===== src/rtl/micro_sequencer.sv =====
// Microprogram address sequencer: condition select, next-address mux, loop counter and return stack.
// The return stack is only built when SEQ_STACK_EN is defined; otherwise CALL/RET degrade to JCOND/CONT.
module micro_sequencer #(
    parameter int AW    = 8,
    parameter int DEPTH = 4
) (
    input  logic          CLK,
    input  logic          RST,
    input  logic          EN,
    input  logic [3:0]    P,
    input  logic [1:0]    SEL,
    input  logic          POL,
    input  logic [2:0]    OP,
    input  logic [AW-1:0] BA,
    output logic [AW-1:0] MA,
    output logic          COND,
    output logic          HALTED,
    output logic          SP_FULL,
    output logic          SP_EMPTY,
    output logic          ERR
);

    typedef enum logic [2:0] {
        OP_CONT  = 3'd0,
        OP_JMP   = 3'd1,
        OP_JCOND = 3'd2,
        OP_CALL  = 3'd3,
        OP_RET   = 3'd4,
        OP_LDCNT = 3'd5,
        OP_LOOP  = 3'd6,
        OP_HALT  = 3'd7
    } op_e;

    typedef enum logic {
        ST_RUN  = 1'b0,
        ST_HALT = 1'b1
    } state_e;

    // EN is a pure advance strobe with no backpressure: every rising edge with EN=1 in ST_RUN
    // consumes exactly one microinstruction (OP/BA/SEL/POL); with EN=0 all state holds.
    state_e        r_state, w_state_d;
    logic [AW-1:0] r_ma, w_ma_d;
    logic [AW-1:0] r_cnt, w_cnt_d;
    logic [AW-1:0] w_ma_inc;
    logic          w_run;
    op_e           w_op;

    assign COND     = P[SEL] ^ POL;
    assign w_ma_inc = r_ma + AW'(1);
    assign w_run    = EN && (r_state == ST_RUN);
    assign w_op     = op_e'(OP);
    assign MA       = r_ma;
    assign HALTED   = (r_state == ST_HALT);

`ifdef SEQ_STACK_EN
    localparam int IW  = $clog2(DEPTH);
    localparam int SPW = IW + 1;

    logic [AW-1:0]  r_stack [DEPTH];
    logic [SPW-1:0] r_sp, w_sp_d;
    logic           r_err, w_err_d;
    logic           w_push;
    logic [AW-1:0]  w_top;

    assign SP_FULL  = (r_sp == SPW'(DEPTH));
    assign SP_EMPTY = (r_sp == '0);
    assign ERR      = r_err;
    assign w_top    = r_stack[r_sp[IW-1:0] - IW'(1)];
`else
    assign SP_FULL  = 1'b0;
    assign SP_EMPTY = 1'b1;
    assign ERR      = 1'b0;
`endif

    always_comb begin
        w_state_d = r_state;
        w_ma_d    = r_ma;
        w_cnt_d   = r_cnt;
`ifdef SEQ_STACK_EN
        w_sp_d    = r_sp;
        w_err_d   = r_err;
        w_push    = 1'b0;
`endif
        if (w_run) begin
            case (w_op)
                OP_CONT:  w_ma_d = w_ma_inc;
                OP_JMP:   w_ma_d = BA;
                OP_JCOND: w_ma_d = COND ? BA : w_ma_inc;
                OP_CALL: begin
`ifdef SEQ_STACK_EN
                    w_ma_d = w_ma_inc;
                    if (COND) begin
                        // A full stack refuses the push and falls through to the next address.
                        if (SP_FULL) begin
                            w_err_d = 1'b1;
                        end else begin
                            w_push = 1'b1;
                            w_sp_d = r_sp + SPW'(1);
                            w_ma_d = BA;
                        end
                    end
`else
                    w_ma_d = COND ? BA : w_ma_inc;
`endif
                end
                OP_RET: begin
`ifdef SEQ_STACK_EN
                    if (SP_EMPTY) begin
                        w_err_d = 1'b1;
                        w_ma_d  = w_ma_inc;
                    end else begin
                        w_sp_d = r_sp - SPW'(1);
                        w_ma_d = w_top;
                    end
`else
                    w_ma_d = w_ma_inc;
`endif
                end
                OP_LDCNT: begin
                    w_cnt_d = BA;
                    w_ma_d  = w_ma_inc;
                end
                OP_LOOP: begin
                    if (r_cnt != '0) begin
                        w_cnt_d = r_cnt - AW'(1);
                        w_ma_d  = BA;
                    end else begin
                        w_ma_d = w_ma_inc;
                    end
                end
                OP_HALT:  w_state_d = ST_HALT;
                default:  w_ma_d = w_ma_inc;
            endcase
        end
    end

    always_ff @(posedge CLK or posedge RST) begin
        if (RST) begin
            r_state <= ST_RUN;
            r_ma    <= '0;
            r_cnt   <= '0;
        end else begin
            r_state <= w_state_d;
            r_ma    <= w_ma_d;
            r_cnt   <= w_cnt_d;
        end
    end

`ifdef SEQ_STACK_EN
    always_ff @(posedge CLK or posedge RST) begin
        if (RST) begin
            r_sp  <= '0;
            r_err <= 1'b0;
        end else begin
            r_sp  <= w_sp_d;
            r_err <= w_err_d;
        end
    end

    // Stack contents need no reset; only r_sp defines which entries are live.
    always_ff @(posedge CLK) begin
        if (w_push) begin
            r_stack[r_sp[IW-1:0]] <= w_ma_inc;
        end
    end
`endif

endmodule


===== config.mk =====
export PLATFORM = sky130hd
export DESIGN_NAME = micro_sequencer
export DESIGN_NICKNAME = d
export VERILOG_FILES = /design/src/rtl/micro_sequencer.sv
export SDC_FILE = /design/constraint.sdc
export NUM_CORES = 1
export LEC_CHECK = 0
export CAP_MARGIN = 40
export CORE_UTILIZATION = 48
export DETAILED_ROUTE_END_ITERATION = 8
export GPL_ROUTABILITY_DRIVEN = 1
export PLACE_DENSITY_LB_ADDON = 0.2
export SYNTH_ARGS = -nofsm -noshare
export SYNTH_HDL_FRONTEND = slang
export SYNTH_SLANG_ARGS = --single-unit

===== constraint.sdc =====
create_clock -name CLK -period 2.5 [get_ports CLK]
set_clock_uncertainty 0.05 [all_clocks]
set_input_delay 0.5 -clock CLK [delete_from_list [all_inputs] [get_ports CLK]]
set_output_delay 0.5 -clock CLK [all_outputs]
set_load 0.1 [all_outputs]

==> results.ini <==
[worst_setup_path]
endpoint_kind=output port
worstSetupPathType=input pin to output port
critical_path_required_ns=1.95
arrival_worst_endpoint_ns=1.84
cp_max_fo=5
worstSetupStartpointType=input pin
worst-r2r-setup-slack_ns=0.24

[route]
via_count=1215
route.detailed.vias_per_inst=5.90
drc=0
drtAntennaViolNets=0
route.detailed.wl_per_inst_um=14.6
first_iter_violations=25
routed_wirelength_um=3000
drt_first_pass_iters=4

[global_route]
grt_pass1_vias=1079
antenna_found_initial=0
largest_net_degree_at_the_start_of_global_routing=18
grt_usage_pct=23.3
grt_first_pass_wirelength_um=4640
grt-ovfl-total=0

[run_status]
outcome=complete, no violations

[logic_synthesis]
synth-main-ff-cell=sky130_fd_sc_hd__dfrtp_1
synthTopCellsByCount=sky130_fd_sc_hd__dfrtp_1 (17), sky130_fd_sc_hd__nor2_1 (16), sky130_fd_sc_hd__a21oi_1 (15), sky130_fd_sc_hd__nand2_1 (12)
yosys.cell_types.count=41
synth.avg_cell_area_um2=8.49
netlist_area_mm2=0.00125
synth.ff_latch_count=17
synth.top_cells.by_area=sky130_fd_sc_hd__dfrtp_1 (34%), sky130_fd_sc_hd__mux2i_1 (8.0%), sky130_fd_sc_hd__a21oi_1 (6.0%), sky130_fd_sc_hd__nor2_1 (4.8%), sky130_fd_sc_hd__a2bb2oi_1 (4.2%)
yosys.area.top_type_share_pct=34.1
yosys.cell_count.top_type=sky130_fd_sc_hd__dfrtp_1
yosysWarningCount=0
count_of_flip_flops_with_a_built_in_enable_after_synthesis=0
syn-instance-count=147
synth_top_cell_by_area=sky130_fd_sc_hd__dfrtp_1
async_flop_share_pct=100
synth.yosys.seq_area_share_pct=34.1

[power]
p_leak_nw=0.677
power.ir.vdd_worst_mv=1.12
power.density_cell_area_mw_per_mm2=1070

[sta]
clock_period_minus_final_worst_setup_slack_ns=2.39
timing.hold.ws_ns=0.475
final-hold-violation-count=0
fin_crit_sh_pct=95.6
setup_viol_count_final=0
maxClockFrequency_mhz=418
final-max-slew-violation-count=0
slew_headroom_pct=57.6
grt_setup_unrepaired=no
worst-slew-pin-transition_ns=0.635

[cts]
path_clk_slew_ns=0.10
tritoncts.num_buffers=3
cts.sinks=17
cts_max_level=1
worstSkewPairLatency_ns=0.30
tritoncts=built
ctsRootBufferMaster=sky130_fd_sc_hd__clkbuf_4
clk_path_buf_depth=2

[floorplanning]
die_w_um=53.0
die_area_mm2=0.00281
chipHeight_um=53.0
rows=18
io_pins=34
floorplan.initialDensity_pct=50.4
floorplan.core_area_mm2=0.00248

[layout]
insertedDiodeCount=0
finalNetCount=200
share_of_final_layout_standard_cells_stronger_than_drive_strength_1_pct=14.8
areaGrowthSynthToFinish_pct=26.0
seqCellArea_um2=425
final_cell_area_mm2=0.00157
multi_input_comb_area_um2=737
fillerInstances=224

[placement]
placement.cell_area_mm2=0.00154
detailedPlacementHpwl_um=2170
count_of_port_buffers_added_during_placement=30
globalplace.congestion=0.784

[worst_hold_path]
hold_path.class=flop to flop

[flow_run]
drv.max_cap_violation_count=0

through the flow:
stage	total power, W	util (%)	instances	TNS [ns]	setup slack, ns
floorplan	0.00130	-	148	0	0.123
global placement	0.00150	62.2	202	-0.231	-0.0516
detailed placement	0.00153	62.2	202	-0.902	-0.152
CTS	0.00169	63.2	206	0	0.0395
global route	0.00178	63.5	206	0	0.0600
finish	0.00168	63.5	206	0	0.109
area by class of cell:
cell class	count	area share [%]
Multi-Input combinational cell	115	46.9
Tap cell	30	2.39
Inverter	5	1.19
Clock buffer	4	1.67
Timing Repair Buffer	35	20.8
Sequential cell	17	27.0
sequential cells by signal, summed over array words and instances (netlist names):
| name | count |
|---|---|
| r_cnt | 8 |
| HALTED | 1 |
| MA | 8 |
metal layers:
metal | global-route usage (%) | up-vias | wire [um]
li1 | - | 581 | -
met5 | 0 | - | 0
met3 | 3.45 | 8 | 193
met2 | 37.3 | 46 | 1480
met1 | 29.0 | 580 | 1240
met4 | 14.5 | 0 | 86
cells by family after synthesis:
logic type | Yosys count | share of synthesized area (%)
DFF | 17 | 34.1
adders and majority gates | 2 | 2.00
buffers and inverters | 16 | 8.12
other | 2 | 0.601
xor gates and xnor gates | 1 | 0.702
AOI/OAI and AO/OA | 41 | 21.1
and+or+nand+nor | 56 | 23.5
muxes | 12 | 9.82
power by group:
| part | switching (W) | internal, W | total [W] |
|---|---|---|---|
| Clock | 0.0000920 | 0.0000624 | 0.000154 |
| Sequential | 0.000146 | 0.000390 | 0.000536 |
| Combinational | 0.000713 | 0.000282 | 0.000994 |
critical path: stages:
cell                              delay, ns
sky130_fd_sc_hd__clkdlybuf4s50_1       0.56
sky130_fd_sc_hd__mux2_2                0.38
sky130_fd_sc_hd__xnor2_2               0.20
sky130_fd_sc_hd__buf_12                0.20
worst paths after layout:
check                           startpoint     end  cells after the start
worst min register to register      HALTED  HALTED                      1
worst max register to register    r_cnt[0]   MA[2]                      8
max in group asynchronous              RST   MA[5]                      2
worst min-delay path                HALTED  HALTED                      1
worst max-delay path                SEL[0]    COND                      4
min in group asynchronous              RST  HALTED                      2
what timing repair did:
| item | in CTS | in global routing |
|---|---|---|
| gates resized for setup | 0 | 2 |
| endpoints found under the setup margin | 0 | 1 |
| hold buffers | 0 | 0 |
| buffers inserted | 0 | 0 |
layout by cell type, fill, tap and decap left out, types with 2 or more instances in the layout:
| master | instances |
|---|---|
| sky130_fd_sc_hd__nand2_1 | 12 |
| sky130_fd_sc_hd__mux2i_1 | 9 |
| sky130_fd_sc_hd__nor2_1 | 16 |
| sky130_fd_sc_hd__and3_1 | 3 |
| sky130_fd_sc_hd__o21ai_0 | 10 |
| sky130_fd_sc_hd__nor2b_1 | 2 |
| sky130_fd_sc_hd__nand4_1 | 2 |
| sky130_fd_sc_hd__clkdlybuf4s50_1 | 19 |
| sky130_fd_sc_hd__dfrtp_1 | 17 |
| sky130_fd_sc_hd__or3_1 | 4 |
| sky130_fd_sc_hd__buf_4 | 14 |
| sky130_fd_sc_hd__clkbuf_4 | 3 |
| sky130_fd_sc_hd__a2bb2oi_1 | 6 |
| sky130_fd_sc_hd__inv_1 | 5 |
| sky130_fd_sc_hd__mux2_2 | 2 |
| sky130_fd_sc_hd__conb_1 | 3 |
| sky130_fd_sc_hd__a21oi_1 | 15 |
| sky130_fd_sc_hd__nand3_1 | 6 |
| sky130_fd_sc_hd__ha_1 | 2 |
| sky130_fd_sc_hd__nand2b_1 | 2 |
| sky130_fd_sc_hd__o22a_1 | 2 |
(Power assumes the default switching activity.)
